--- src/rtl/adc0809_responder.sv ---
// ADC0809 chip-side emulator: answers ALE/START/OE/ad_clk with EOC and D.
// Optional sticky overrun flag when built with ADC0809_OVERRUN_EN.
module adc0809_responder #(
   parameter int NUM_CH      = 8,
   parameter int EOC_LAT     = 2,
   parameter int CONV_CYCLES = 64
) (
   input  logic                  clk,
   input  logic                  rst_n,
   input  logic                  ad_clk,
   input  logic                  start,
   input  logic                  ale,
   input  logic [2:0]            addr,
   input  logic                  OE,
   input  logic [8*NUM_CH-1:0]   ch_data,
   output logic                  EOC,
   output logic [7:0]            D,
   output logic                  D_oe
`ifdef ADC0809_OVERRUN_EN
   ,
   output logic                  overrun
`endif
);

   typedef enum logic [2:0] {
      S_IDLE,
      S_ARMED,
      S_DELAY,
      S_CONV,
      S_DONE
   } state_t;

   // bit order: {OE, ale, start, ad_clk}
   logic [3:0] r_s1, r_s2, r_s3;
   logic [3:0] w_rise, w_fall;
   logic       w_st_rise, w_st_fall, w_ale_rise, w_ac_rise, w_oe_s;

   state_t     r_state, w_nxt;
   logic [7:0] r_cnt, w_cnt_nxt, w_cnt_inc;
   logic [7:0] r_sample, r_result, r_d, w_sel_data;
   logic [2:0] r_ch_sel;
   logic       r_eoc, r_d_oe;
   logic       w_ld_sample, w_ld_result;

   assign w_rise     = r_s2 & ~r_s3;
   assign w_fall     = ~r_s2 & r_s3;
   assign w_ac_rise  = w_rise[0];
   assign w_st_rise  = w_rise[1];
   assign w_st_fall  = w_fall[1];
   assign w_ale_rise = w_rise[2];
   assign w_oe_s     = r_s2[3];

   always_ff @(posedge clk or negedge rst_n) begin
      if (!rst_n) begin
         r_s1 <= '0;
         r_s2 <= '0;
         r_s3 <= '0;
      end else begin
         r_s1 <= {OE, ale, start, ad_clk};
         r_s2 <= r_s1;
         r_s3 <= r_s2;
      end
   end

   always_comb begin
      w_sel_data = 8'h00;
      for (int i = 0; i < NUM_CH; i++) begin
         if (r_ch_sel == 3'(i)) w_sel_data = ch_data[8*i +: 8];
      end
   end

   assign w_cnt_inc = (r_cnt == 8'hFF) ? r_cnt : r_cnt + 8'd1;

   always_comb begin
      w_nxt       = r_state;
      w_cnt_nxt   = r_cnt;
      w_ld_sample = 1'b0;
      w_ld_result = 1'b0;
      case (r_state)
         S_IDLE, S_DONE: begin
            if (w_st_rise) w_nxt = S_ARMED;
         end
         S_ARMED: begin
            if (w_st_fall) begin
               w_nxt       = S_DELAY;
               w_ld_sample = 1'b1;
            end
         end
         S_DELAY: begin
            if (w_st_rise) begin
               w_nxt = S_ARMED;
            end else if (w_ac_rise) begin
               w_cnt_nxt = w_cnt_inc;
               if (w_cnt_inc == 8'(EOC_LAT)) w_nxt = S_CONV;
            end
         end
         S_CONV: begin
            if (w_st_rise) begin
               w_nxt = S_ARMED;
            end else if (w_ac_rise) begin
               w_cnt_nxt = w_cnt_inc;
               if (w_cnt_inc == 8'(CONV_CYCLES)) begin
                  w_nxt       = S_DONE;
                  w_ld_result = 1'b1;
               end
            end
         end
         default: w_nxt = S_IDLE;
      endcase
      // counter restarts from zero on every state entry
      if (w_nxt != r_state) w_cnt_nxt = 8'h00;
   end

   always_ff @(posedge clk or negedge rst_n) begin
      if (!rst_n) begin
         r_state  <= S_IDLE;
         r_cnt    <= 8'h00;
         r_eoc    <= 1'b1;
         r_sample <= 8'h00;
         r_result <= 8'h00;
         r_ch_sel <= 3'd0;
         r_d      <= 8'h00;
         r_d_oe   <= 1'b0;
      end else begin
         r_state <= w_nxt;
         r_cnt   <= w_cnt_nxt;
         r_eoc   <= (w_nxt != S_CONV);
         if (w_ld_sample) r_sample <= w_sel_data;
         if (w_ld_result) r_result <= r_sample;
         if (w_ale_rise)  r_ch_sel <= addr;
         r_d_oe <= w_oe_s;
         r_d    <= w_oe_s ? r_result : 8'h00;
      end
   end

`ifdef ADC0809_OVERRUN_EN
   logic r_oe_seen, r_overrun;

   always_ff @(posedge clk or negedge rst_n) begin
      if (!rst_n) begin
         r_oe_seen <= 1'b0;
         r_overrun <= 1'b0;
      end else begin
         if (w_ld_result)
            r_oe_seen <= 1'b0;
         else if (r_state == S_DONE && w_oe_s)
            r_oe_seen <= 1'b1;
         if (w_st_rise &&
             (r_state == S_DELAY || r_state == S_CONV ||
              (r_state == S_DONE && !r_oe_seen)))
            r_overrun <= 1'b1;
      end
   end

   assign overrun = r_overrun;
`endif

   assign EOC  = r_eoc;
   assign D    = r_d;
   assign D_oe = r_d_oe;

endmodule

--- config.mk ---
export PLATFORM = sky130hd
export DESIGN_NAME = adc0809_responder
export DESIGN_NICKNAME = d
export VERILOG_FILES = /design/src/rtl/adc0809_responder.sv
export SDC_FILE = /design/constraint.sdc
export NUM_CORES = 1
export LEC_CHECK = 0
export ABC_AREA = 0
export CAP_MARGIN = 25
export CORE_MARGIN = 2
export CORE_UTILIZATION = 40
export DETAILED_ROUTE_END_ITERATION = 8
export PLACE_DENSITY = 0.73
export SYNTH_ARGS = -nofsm -noshare
export SYNTH_HDL_FRONTEND = slang
export SYNTH_SLANG_ARGS = --single-unit
export TNS_END_PERCENT = 50
--- constraint.sdc ---
create_clock -name clk -period 3.3 [get_ports clk]
set_input_delay 0.495 -clock clk [delete_from_list [all_inputs] [get_ports clk]]
set_output_delay 0.495 -clock clk [all_outputs]
set_load 0.01 [all_outputs]
Word level (Yosys, flattened, before mapping) --
Index checks and enable logic that the tools add are counted. Widths: inputs -> output; s select.
Word-level totals: bits in registers 51, bits of input ports 73, logic and storage cells 69
Operators by class: $add $sub $neg 1, eq/ne operators 17, muxes and demuxes 29, bitwise logic cells 4, reductions and logical operators 7
Operators with widths (number):
- $mux 8 | 14
- $mux 3 | 8
- $eq 3x3->1 const B | 5
- $eq 3x2->1 const B | 4
- $pmux 3 s4 | 1
- $add 8x1->8 const B | 1
- $eq 8x2->1 const B | 1
- $eq 8x7->1 const B | 1
- $eq 8x8->1 const B | 1
- $eq 3x1->1 const B | 2
- $logic_not 3->1 | 2
- $mux 1 | 6
- $reduce_bool 2->1 | 2
- $reduce_or 2->1 | 2
- $and 3x3->3 | 1
- $ne 3x2->1 const B | 1
- $ne 3x3->1 | 1
- $not 3->3 | 1
- $reduce_and 3->1 | 1
- $and 2x2->2 | 1
- $ne 2x1->1 const B | 1
- $not 2->2 | 1

Depth between registers and ports, before layout --
Gate-level depths: netlist of the first run.
word-level depth 10, depth in mapped cells 8, depth with buffers taken out 7

Least setup slack after synthesis of the first run --
Ideal clock, no wire load.
path type reg2reg, start register r_cnt[0], end register r_result[0], library setup time 0.127 ns, arrival 2.132 ns, setup slack 1.041 ns, stages on the path, launching flop included 9, path through dfrtp_1 ha_1 or3_1 o31ai_2 o2111ai_4 nor2_4 and4_4 buf_6 mux2_1
On the way: cells in the longest elaborated chain, start to end 7, elaborated cells on any way between the ends 8, those cells by class 1 x add/sub; 2 x eq/ne; 5 x mux
RTL lines:
- start: declaration | line 39 | logic [7:0] r_cnt, w_cnt_nxt, w_cnt_inc;
- start signal: assignment | line 126 | r_cnt <= w_cnt_nxt;
- $add 8x1->8 / $eq 8x8->1 (equally long branches) | line 72 | assign w_cnt_inc = (r_cnt == 8'hFF) ? r_cnt : r_cnt + 8'd1;
- $mux 8 (*) | line 72
- $eq 8x7->1 (*) | line 102 | if (w_cnt_inc == 8'(CONV_CYCLES)) begin
- $mux 1 (*) | line 102
- $mux 1 (*) | line 100 | end else if (w_ac_rise) begin
- $mux 1 (*) | line 98 | if (w_st_rise) begin
- $mux 1 (*) | line 79 | case (r_state)
- end signal: assignment | line 129 | if (w_ld_result) r_result <= r_sample;
- end: declaration | line 40 | logic [7:0] r_sample, r_result, r_d, w_sel_data;
Every way passes the cells marked *; elsewhere a longest branch is shown, timed or not. A chain may end at the register's enable or synchronous reset.

Worst setup path in the final report of the first run --
start register r_cnt[0], end register r_result[5]
The elaborated chain is that of the path after synthesis.

==> results of run 1 <==
[path summary, 6_finish.rpt]
path / start / endpoint / slack [ns] / cells past startpoint
setup / recovery: r_cnt[0]$_DFFE_PN0P_ / r_result[5]$_DFFE_PN0P_ / 0.91 / 7
hold / removal: rst_n / r_ch_sel[1]$_DFFE_PN0P_ / 0.07 / 1
setup reg to reg: r_cnt[0]$_DFFE_PN0P_ / r_result[5]$_DFFE_PN0P_ / 0.91 / 7
hold reg to reg: r_s1[1]$_DFF_PN0_ / r_s2[1]$_DFF_PN0_ / 0.36 / 0
max in group asynchronous: rst_n / r_s3[0]$_DFF_PN0_ / 2.72 / 2
min in group clk: r_s1[1]$_DFF_PN0_ / r_s2[1]$_DFF_PN0_ / 0.36 / 0
[area by class of cell]
type | count | area, µm²
Clock buffer | 5 | 68.8
Clock inverter | 3 | 22.5
Inverter | 6 | 22.5
Sequential cell | 51 | 1280
Multi-Input combinational cell | 194 | 1380
Fill cell | 601 | 3010
Tap cell | 80 | 100
Timing Repair Buffer | 84 | 843
[worst max-delay path: cells and delay by family (launching register included)]
kind | cells | cell delay (ns)
AO/OA/AOI/OAI | 2 | 0.30
flip-flops | 1 | 0.48
AND/OR/NAND/NOR | 3 | 0.89
multiplexers | 1 | 0.33
adder cells (fa/ha/maj) | 1 | 0.28
[placed cells by master, fill, tap and decap left out, drive strengths merged, types with 2 or more instances in the layout]
cell            n
a32oi           2
nand2          29
clkbuf          5
o21ai          26
a222oi          4
nand2b          3
o221ai          2
and4            3
nor2           18
or2             2
a21o            4
clkinv          2
a21oi           4
inv             7
clkdlybuf4s50  81
mux2i          17
o31ai           3
a211oi          2
buf             3
and3            5
mux4            4
nor2b          11
nor3            4
mux2           11
dfrtp          50
nand3           6
and2           11
a22o            2
o22a            4
xor2            3
[layer usage]
layer,share of wire [%],GRT usage [%]
met5,0,0
met4,2.5,7.39
met3,7.1,4.76
met2,46,28.9
met1,44,22.3
[stage by stage]
step / worst slack, ns / utilization (%) / hold WS [ns] / area (µm²)
2_1_floorplan: 1.04 / - / 0.199 / 2740
3_3_place_gp: 0.993 / 53.6 / 0.333 / 3600
3_5_place_dp: 0.923 / 53.9 / 0.341 / 3620
4_1_cts: 0.898 / 55.3 / 0.0823 / 3710
5_1_grt: 0.811 / 55.3 / 0.0813 / 3710
6_report: 0.911 / 55.3 / 0.0729 / 3710
[registers in the layout, indices dropped and copies added, names as in the netlist]
signal and cells:
D_oe 1, r_cnt 8, r_s2 4, r_s3 3, r_ch_sel 3, D 8, r_state 3, EOC 1
r_result 8, r_sample 8, r_s1 4
[power by group through the flow]
stage | sequential, W | combinational (W) | clock (W)
after floorplan | 0.000752 | 0.000261 | 0
after global placement | 0.000795 | 0.000381 | 0
after detailed placement | 0.000798 | 0.000391 | 0
after CTS | 0.000785 | 0.000393 | 0.000382
after global routing | 0.000800 | 0.000442 | 0.000414
final | 0.000785 | 0.000390 | 0.000374
[cells by family after synthesis]
group           share of synthesized area (%)
simple gates                             18.4
buf+inv                                  2.88
mux                                      14.0
flops                                    46.7
fa+ha+maj                               0.457
compound gates                           16.2
xor+xnor                                 1.28
==> results.py, run 1 <==
metrics = {
    "outcome": {
        "status": "finished, final reports clean",
    },
    "global_routing": {
        "antenna_found_initial": 0,
        "grt_max_degree": 38,
        "grt_pass1_wl_um": 10500,
        "track_usage_pct": 17.7,
        "grt_overflow": 0,
        "grt_pass1_vias": 2309,
    },
    "die": {
        "pin_count": 83,
        "start_util_pct": 40.7,
        "row_count": 30,
        "placeableCoreArea_um2": 6720,
        "die_h_um": 86.7,
        "dieArea_um2": 7520,
        "die_x_um": 86.7,
    },
    "sta": {
        "hold_violations": 0,
        "min_period_ns": 2.39,
        "max_freq_mhz": 419,
        "slew_headroom_pct": 46.2,
        "rsz0062_at_grt": "false",
        "drv_slew": 0,
        "fin_setup_tns_ns": 0,
        "tightest_slew_ns": 0.806,
        "finalClockSkew_ns": 0.0135,
        "setup_viol": 0,
        "post-route-period-util_pct": 72.4,
    },
    "power": {
        "power_switching_w": 0.000477,
        "peakVddDrop_mv": 0.217,
        "total_power_w": 0.00155,
        "internal_power_w": 0.00107,
        "swShare_pct": 30.8,
        "p_seq_share_pct": 50.7,
        "p_clk_share_pct": 24.1,
        "leakage_nw": 1.63,
        "combPwrFrac_pct": 25.2,
        "powerDensity_nw_per_um2": 417,
    },
    "route": {
        "vias": 2266,
        "drtIter0Drc": 114,
        "firstDrtPassIters": 5,
        "final_antenna_net_count": 0,
        "vias_per_cell": 5.36,
        "wl_per_cell_um": 14.3,
        "wl_um": 6050,
        "remaining_drc_errors": 0,
    },
    "yosys": {
        "synth_ff_type": "dfrtp_1",
        "synth.top_cells.by_count": "dfrtp_1 (50), nand2_1 (29), o21ai_0 (25)",
        "synth_most_common_cell": "dfrtp_1",
        "yosysWarnings": 0,
        "ys_seq_elements": 51,
        "netlist_instances": 263,
        "synth_area_leaders": "dfrtp_1 (46%), mux2i_1 (6.2%), o21ai_0 (4.6%), nand2_1 (4.0%), mux2_1 (3.3%)",
        "synth_cell_types": 55,
        "async_flop_share_pct": 100,
        "syn_area_per_cell_um2": 10.4,
        "synth_area_um2": 2740,
        "syn_nets": 337,
        "yosysTopAreaCellShare_pct": 45.7,
        "ys_seq_area_share_pct": 46.7,
        "synth_area_leader_cell": "dfrtp_1",
        "synth_edf_count": 0,
    },
    "layout": {
        "drive_gt1_share_pct": 8.75,
        "area.growth.synth_to_final_pct": 35.8,
        "nets": 416,
        "num_antenna_cells": 0,
        "fin_cells": 423,
    },
    "clock_tree": {
        "ctsHtreeMaxLevel": 2,
        "cts.repair.resized": 0,
        "numClockSinks": 51,
        "clk_latency_ns": 0.32,
        "cts_tree": "built",
        "clockBufferDepth": 2,
        "cts.clk_slew.worst_paths_ns": 0.10,
        "cts_setup_buffers": 0,
        "cts_hold_buf": 0,
        "cts_made_buffers": 5,
        "root_buffer": "clkbuf_8",
    },
    "setup_path": {
        "worstPathMaxFanout": 8,
        "crit_type": "register to register",
        "critPathCaptureType": "register",
        "critical_path.max_stage_delay_ns": 0.48,
        "cp_cell_sequence": "ha_1 -> or3_1 -> o31ai_2 -> o2111ai_4 -> nor2_4 -> and4_4 -> mux2_1",
        "crit_required_ns": 3.50,
        "cp-start-kind": "register",
        "crit_arrival_ns": 2.59,
        "crit_slowest_cell": "dfrtp_1",
    },
    "place": {
        "dp_hpwl_um": 4790,
        "dp.cells": 415,
        "port_buffers": 82,
        "globalplace.congestion": 0.918,
    },
    "hold_path": {
        "hold_class": "input port to async pin",
    },
    "run": {
        "drv_cap": 0,
    },
}
(Power assumes the default switching activity.)
==> inputs of run 2 (changes only) <==
PLACE_DENSITY = 0.76   (was 0.73)
clock period = 2.1 ns   (was 3.3 ns; I/O delays follow)
==> run 2 against run 1 <==
  * Global-route usage rose by 0.20 points
  * Count of clock-buffer cells in the layout increased by 1
  * Largest power group unchanged
  * Design area grew 4.5%
  * Largest cell class unchanged
  * Critical endpoint is now r_result[1]$_DFFE_PN0P_
==> results.py, run 2 (synthesis results as in run 1) <==
metrics = {
    "layout": {
        "multiInputGateArea_um2": 1410,
        "fin_cells": 438,
        "final_util_pct": 57.8,
        "nets": 431,
        "final_cell_mix": "clkdlybuf4s50_1 (81), dfrtp_1 (47), nand2_1 (29), o21ai_0 (25)",
        "ff_latch_area_um2": 1280,
        "num_antenna_cells": 0,
        "drive_gt1_share_pct": 14.2,
        "area.growth.synth_to_final_pct": 41.9,
        "final_common_cell": "clkdlybuf4s50_1",
        "n_fill_cell": 584,
    },
    "route": {
        "wl_um": 6150,
        "remaining_drc_errors": 0,
        "final_antenna_net_count": 0,
        "vias_per_cell": 5.27,
        "wl_per_cell_um": 14.0,
        "drtIter0Drc": 126,
        "firstDrtPassIters": 4,
        "vias": 2309,
    },
    "setup_path": {
        "rr_startpoint": "r_cnt[1]$_DFFE_PN0P_",
        "crit_arrival_ns": 2.28,
        "worstPathMaxFanout": 8,
        "critPathCaptureType": "register",
        "cp-start-kind": "register",
        "cp_cell_sequence": "ha_4 -> or3_4 -> o31ai_4 -> o2111ai_4 -> nor2_4 -> and4_4 -> mux2_1",
        "cp_top_family": "simple AND/OR/NAND/NOR gates",
        "path_buf_inv": 0,
        "crit_type": "register to register",
        "crit_required_ns": 2.29,
        "r2r_cells": 7,
        "crit_slowest_cell": "dfrtp_2",
        "ff2ff_setup_slack_ns": 0.007,
        "critical_path.max_stage_delay_ns": 0.44,
        "worstReg2RegEnd": "r_result[1]$_DFFE_PN0P_",
    },
    "global_routing": {
        "grt_pass1_wl_um": 10600,
        "grt_overflow": 0,
        "grt_pass1_vias": 2357,
        "track_usage_pct": 17.9,
        "antenna_found_initial": 0,
        "grt_max_degree": 23,
    },
    "clock_tree": {
        "numClockSinks": 51,
        "clockBufferDepth": 2,
        "clk_latency_ns": 0.30,
        "root_buffer": "clkbuf_8",
        "cts_setup_buffers": 0,
        "cts_tree": "built",
        "cts_made_buffers": 5,
        "cts.clk_slew.worst_paths_ns": 0.09,
        "ctsHtreeMaxLevel": 2,
    },
    "die": {
        "start_util_pct": 40.7,
        "dieArea_um2": 7520,
        "pin_count": 83,
        "die_x_um": 86.7,
        "row_count": 30,
        "placeableCoreArea_um2": 6720,
        "die_h_um": 86.7,
    },
    "run": {
        "drv_cap": 0,
    },
    "power": {
        "peakVddDrop_mv": 0.317,
        "internal_power_w": 0.00189,
        "p_seq_share_pct": 45.5,
        "swShare_pct": 28.6,
        "p_clk_share_pct": 27.4,
        "total_power_w": 0.00265,
        "combPwrFrac_pct": 27.1,
        "powerDensity_nw_per_um2": 682,
        "leakage_nw": 1.71,
        "power_switching_w": 0.000756,
    },
    "place": {
        "globalplace.congestion": 0.910,
        "dp_hpwl_um": 4910,
        "port_buffers": 82,
        "dp.cells": 429,
    },
    "sta": {
        "fin_setup_tns_ns": 0,
        "hold_violations": 0,
        "rsz0062_at_grt": "true",
        "post-route-period-util_pct": 99.7,
        "tightest_slew_ns": 0.489,
        "slew_headroom_pct": 67.3,
        "drv_slew": 0,
        "max_freq_mhz": 478,
        "whs_ns": 0.367,
        "min_period_ns": 2.09,
        "finalClockSkew_ns": 0.00436,
        "setup_viol": 0,
    },
    "outcome": {
        "status": "finished, final reports clean",
    },
    "hold_path": {
        "hold_path_end": "r_s2[1]$_DFF_PN0_",
        "hp-start": "r_s1[1]$_DFF_PN0_",
        "worst_hold_path.num_cells": 0,
        "hold_class": "register to register",
    },
}
[run 2: cell types whose count changed in the layout (fill, tap and decap cells not counted), sizes merged]
cell	previous run	this run
clkinv	2	1
dlygate4sd3	0	1
buf	3	17
bufinv	0	1
inv	7	6
clkbuf	5	6
[run 2: repair_timing]
| item | 4_1_cts | 5_1_grt |
|---|---|---|
| pin swaps | 0 | 0 |
| hold buffers | 1 | 0 |
| endpoints found under the hold margin | 11 | 0 |
| setup endpoints to repair | 2 | 12 |
| resized for setup | 0 | 3 |
[run 2: cell type report]
cell class	count	area share, %
clock inverter	2	0.999
sequential	51	33.0
timing repair buffer	99	24.4
clock buffer	6	2.13
tap	80	2.58
multi-input combinational	194	36.3
inverter	6	0.580
[run 2: how the worst max path moves through the flow]
stage | start | to | slack (ns) | cells after the start
finish | r_cnt[1]$_DFFE_PN0P_ | r_result[1]$_DFFE_PN0P_ | 0.007 | 7
global route | r_cnt[1]$_DFFE_PN0P_ | r_result[1]$_DFFE_PN0P_ | -0.06 | 7
CTS | r_cnt[1]$_DFFE_PN0P_ | r_result[5]$_DFFE_PN0P_ | -0.002 | 7
detailed placement | r_cnt[1]$_DFFE_PN0P_ | r_result[5]$_DFFE_PN0P_ | 0.03 | 7
global placement | r_cnt[1]$_DFFE_PN0P_ | r_result[5]$_DFFE_PN0P_ | 0.07 | 7
floorplan | r_cnt[0]$_DFFE_PN0P_ | r_result[0]$_DFFE_PN0P_ | -0.01 | 8
[run 2: through the flow]
step	area, µm²	worst slack [ns]
finish	3880	0.00669
CTS	3870	-0.00226
detailed placement	3740	0.0254
global placement	3740	0.0676
global route	3880	-0.0600
floorplan	2760	-0.0127
[run 2: layer usage]
metal	track usage [%]	vias to the layer above	wire length (µm)
met5	0	-	0
met4	6.39	0	99
met3	4.19	9	458
met2	30.1	105	2920
met1	22.6	1061	2670
li1	-	1134	-
[run 2: power by group through the flow]
stage | Clock [W] | Sequential (W) | Combinational, W
floorplan | 0 | 0.00119 | 0.000420
global placement | 0 | 0.00122 | 0.000706
detailed placement | 0 | 0.00122 | 0.000714
CTS | 0.000746 | 0.00120 | 0.000721
global route | 0.000779 | 0.00122 | 0.000800
finish | 0.000724 | 0.00121 | 0.000717
==> inputs of run 3 (changes only) <==
MAX_ROUTING_LAYER = met4   (was not set)
PLACE_DENSITY = 0.73   (was 0.76)
clock period = 2.55 ns   (was 2.1 ns; I/O delays follow)
==> run 3 against run 2 <==
  * Routed wire length is 0.20% lower
  * Critical path depth stayed put
  * Worst setup slack better by 0.20 ns
  * Sequential share of layout area is 1.2 points higher
  * Clock skew is 0.0025 ns higher
  * Non-clock buffer count is 9 lower
  * Core utilization is 2.1 points lower
  * Flip-flop and latch count stayed put
  * Critical endpoint is now r_result[6]$_DFFE_PN0P_
==> results.py, run 3 (synthesis results as in run 1) <==
metrics = {
    "outcome": {
        "status": "finished, final reports clean",
    },
    "route": {
        "drtIter0Drc": 138,
        "wl_um": 6140,
        "firstDrtPassIters": 4,
        "wl_per_cell_um": 14.3,
        "final_antenna_net_count": 0,
        "remaining_drc_errors": 0,
        "vias_per_cell": 5.21,
        "vias": 2237,
    },
    "sta": {
        "tightest_slew_ns": 0.714,
        "hold_violations": 0,
        "min_period_ns": 2.34,
        "drv_slew": 0,
        "fin_setup_tns_ns": 0,
        "rsz0062_at_grt": "false",
        "setup_slack_ns": 0.208,
        "max_freq_mhz": 427,
        "whs_ns": 0.355,
        "finalClockSkew_ns": 0.00687,
        "post-route-period-util_pct": 91.9,
        "setup_viol": 0,
        "slew_headroom_pct": 52.2,
    },
    "layout": {
        "num_antenna_cells": 0,
        "drive_gt1_share_pct": 9.46,
        "fin_cells": 429,
        "design_area_um2": 3740,
        "final_cell_mix": "clkdlybuf4s50_1 (81), dfrtp_1 (50), nand2_1 (29), o21ai_0 (25)",
        "n_fill_cell": 606,
        "final_common_cell": "clkdlybuf4s50_1",
        "area.growth.synth_to_final_pct": 36.7,
        "nets": 422,
    },
    "clock_tree": {
        "numClockSinks": 51,
        "cts.repair.resized": 0,
        "cts_made_buffers": 5,
        "clockBufferDepth": 2,
        "cts.clk_slew.worst_paths_ns": 0.09,
        "clk_latency_ns": 0.30,
        "root_buffer": "clkbuf_8",
        "ctsHtreeMaxLevel": 2,
        "cts_tree": "built",
        "cts_hold_buf": 1,
        "cts_setup_buffers": 0,
    },
    "setup_path": {
        "worstPathMaxFanout": 8,
        "crit_arrival_ns": 2.52,
        "r2r_cells": 7,
        "critPathCaptureType": "register",
        "cp-start-kind": "register",
        "rr_startpoint": "r_cnt[1]$_DFFE_PN0P_",
        "ff2ff_setup_slack_ns": 0.21,
        "crit_required_ns": 2.73,
        "worstReg2RegEnd": "r_result[6]$_DFFE_PN0P_",
        "crit_type": "register to register",
    },
    "global_routing": {
        "grt-busiest-layer": "met2",
        "grt_util_met2_pct": 29.6,
        "track_usage_pct": 18.2,
        "use_met1_pct": 23.1,
        "grt_max_degree": 23,
        "antenna_found_initial": 0,
        "grt_pass1_vias": 2254,
        "grt_overflow": 0,
        "grt_pass1_wl_um": 10500,
        "use_met3_pct": 3.52,
    },
    "die": {
        "die_x_um": 86.7,
        "die_h_um": 86.7,
        "row_count": 30,
        "pin_count": 83,
        "start_util_pct": 40.7,
        "dieArea_um2": 7520,
        "placeableCoreArea_um2": 6720,
    },
    "hold_path": {
        "hold_class": "register to register",
        "hp-start": "r_s1[2]$_DFF_PN0_",
        "worst_hold_path.num_cells": 0,
        "hold_path_end": "r_s2[2]$_DFF_PN0_",
    },
    "place": {
        "dp_slack_ns": 0.214,
        "dp_hpwl_um": 4850,
        "port_buffers": 82,
        "dp.cells": 420,
        "globalplace.congestion": 0.874,
        "placed_cell_area_um2": 3650,
    },
    "power": {
        "combPwrFrac_pct": 27.0,
        "p_seq_share_pct": 50.6,
        "power_switching_w": 0.000586,
        "swShare_pct": 29.6,
        "p_clk_share_pct": 22.5,
        "leakage_nw": 1.65,
        "powerDensity_nw_per_um2": 529,
        "internal_power_w": 0.00139,
        "peakVddDrop_mv": 0.320,
    },
    "run": {
        "drv_cap": 0,
    },
}
==> run 3: cell types whose count changed in the layout (fill, tap and decap cells not counted), sizes merged <==
cell | previous run | this run
buf | 17 | 8
bufinv | 1 | 0
clkbuf | 6 | 7
clkinv | 1 | 2
inv | 6 | 5
==> run 3: worst max-delay path by stage <==
stage / cells after the start / start / slack, ns / end
final: 7 / r_cnt[1]$_DFFE_PN0P_ / 0.21 / r_result[6]$_DFFE_PN0P_
after CTS: 7 / r_cnt[1]$_DFFE_PN0P_ / 0.20 / r_result[6]$_DFFE_PN0P_
after global placement: 7 / r_cnt[1]$_DFFE_PN0P_ / 0.27 / r_result[0]$_DFFE_PN0P_
after floorplan: 8 / r_cnt[0]$_DFFE_PN0P_ / 0.29 / r_result[0]$_DFFE_PN0P_
after detailed placement: 7 / r_cnt[1]$_DFFE_PN0P_ / 0.21 / r_result[6]$_DFFE_PN0P_
after global routing: 7 / r_cnt[1]$_DFFE_PN0P_ / 0.08 / r_result[6]$_DFFE_PN0P_
==> run 3: layout make-up <==
class,instances,area (µm²),share of cell area [%]
inverter,6,22.5,0.602
clock inverter,1,5.00,0.134
tap,80,100,2.68
clock buffer,7,76.3,2.04
sequential,51,1280,34.2
timing repair buffer,90,878,23.5
multi-input combinational,194,1380,36.9
==> run 3: power by group through the flow <==
stage,registers (W),clock network [W],logic (W)
6_report,0.00100,0.000445,0.000534
5_1_grt,0.00102,0.000487,0.000594
4_1_cts,0.00100,0.000460,0.000537
3_5_place_dp,0.00102,0,0.000534
3_3_place_gp,0.00101,0,0.000526
2_1_floorplan,0.000973,0,0.000337
==> run 3: per-layer routing <==
metal / wire length [µm] / vias up
met5: 0 / -
met4: 116 / 0
met3: 338 / 9
met2: 2890 / 82
met1: 2790 / 1028
li1: - / 1118
==> run 3: critical path, cell delays in order (launching register included) <==
cell and delay [ns]:
dfrtp_1 0.46, ha_1 0.26, or3_1 0.37, o31ai_2 0.10, o2111ai_4 0.19, nor2_4 0.18
and4_4 0.31, mux2_1 0.34
==> run 3: through the flow <==
stage | util (%) | power (W)
floorplan | - | 0.00131
global placement | 54.3 | 0.00154
detailed placement | 54.3 | 0.00155
CTS | 55.6 | 0.00200
global route | 55.6 | 0.00210
finish | 55.6 | 0.00198
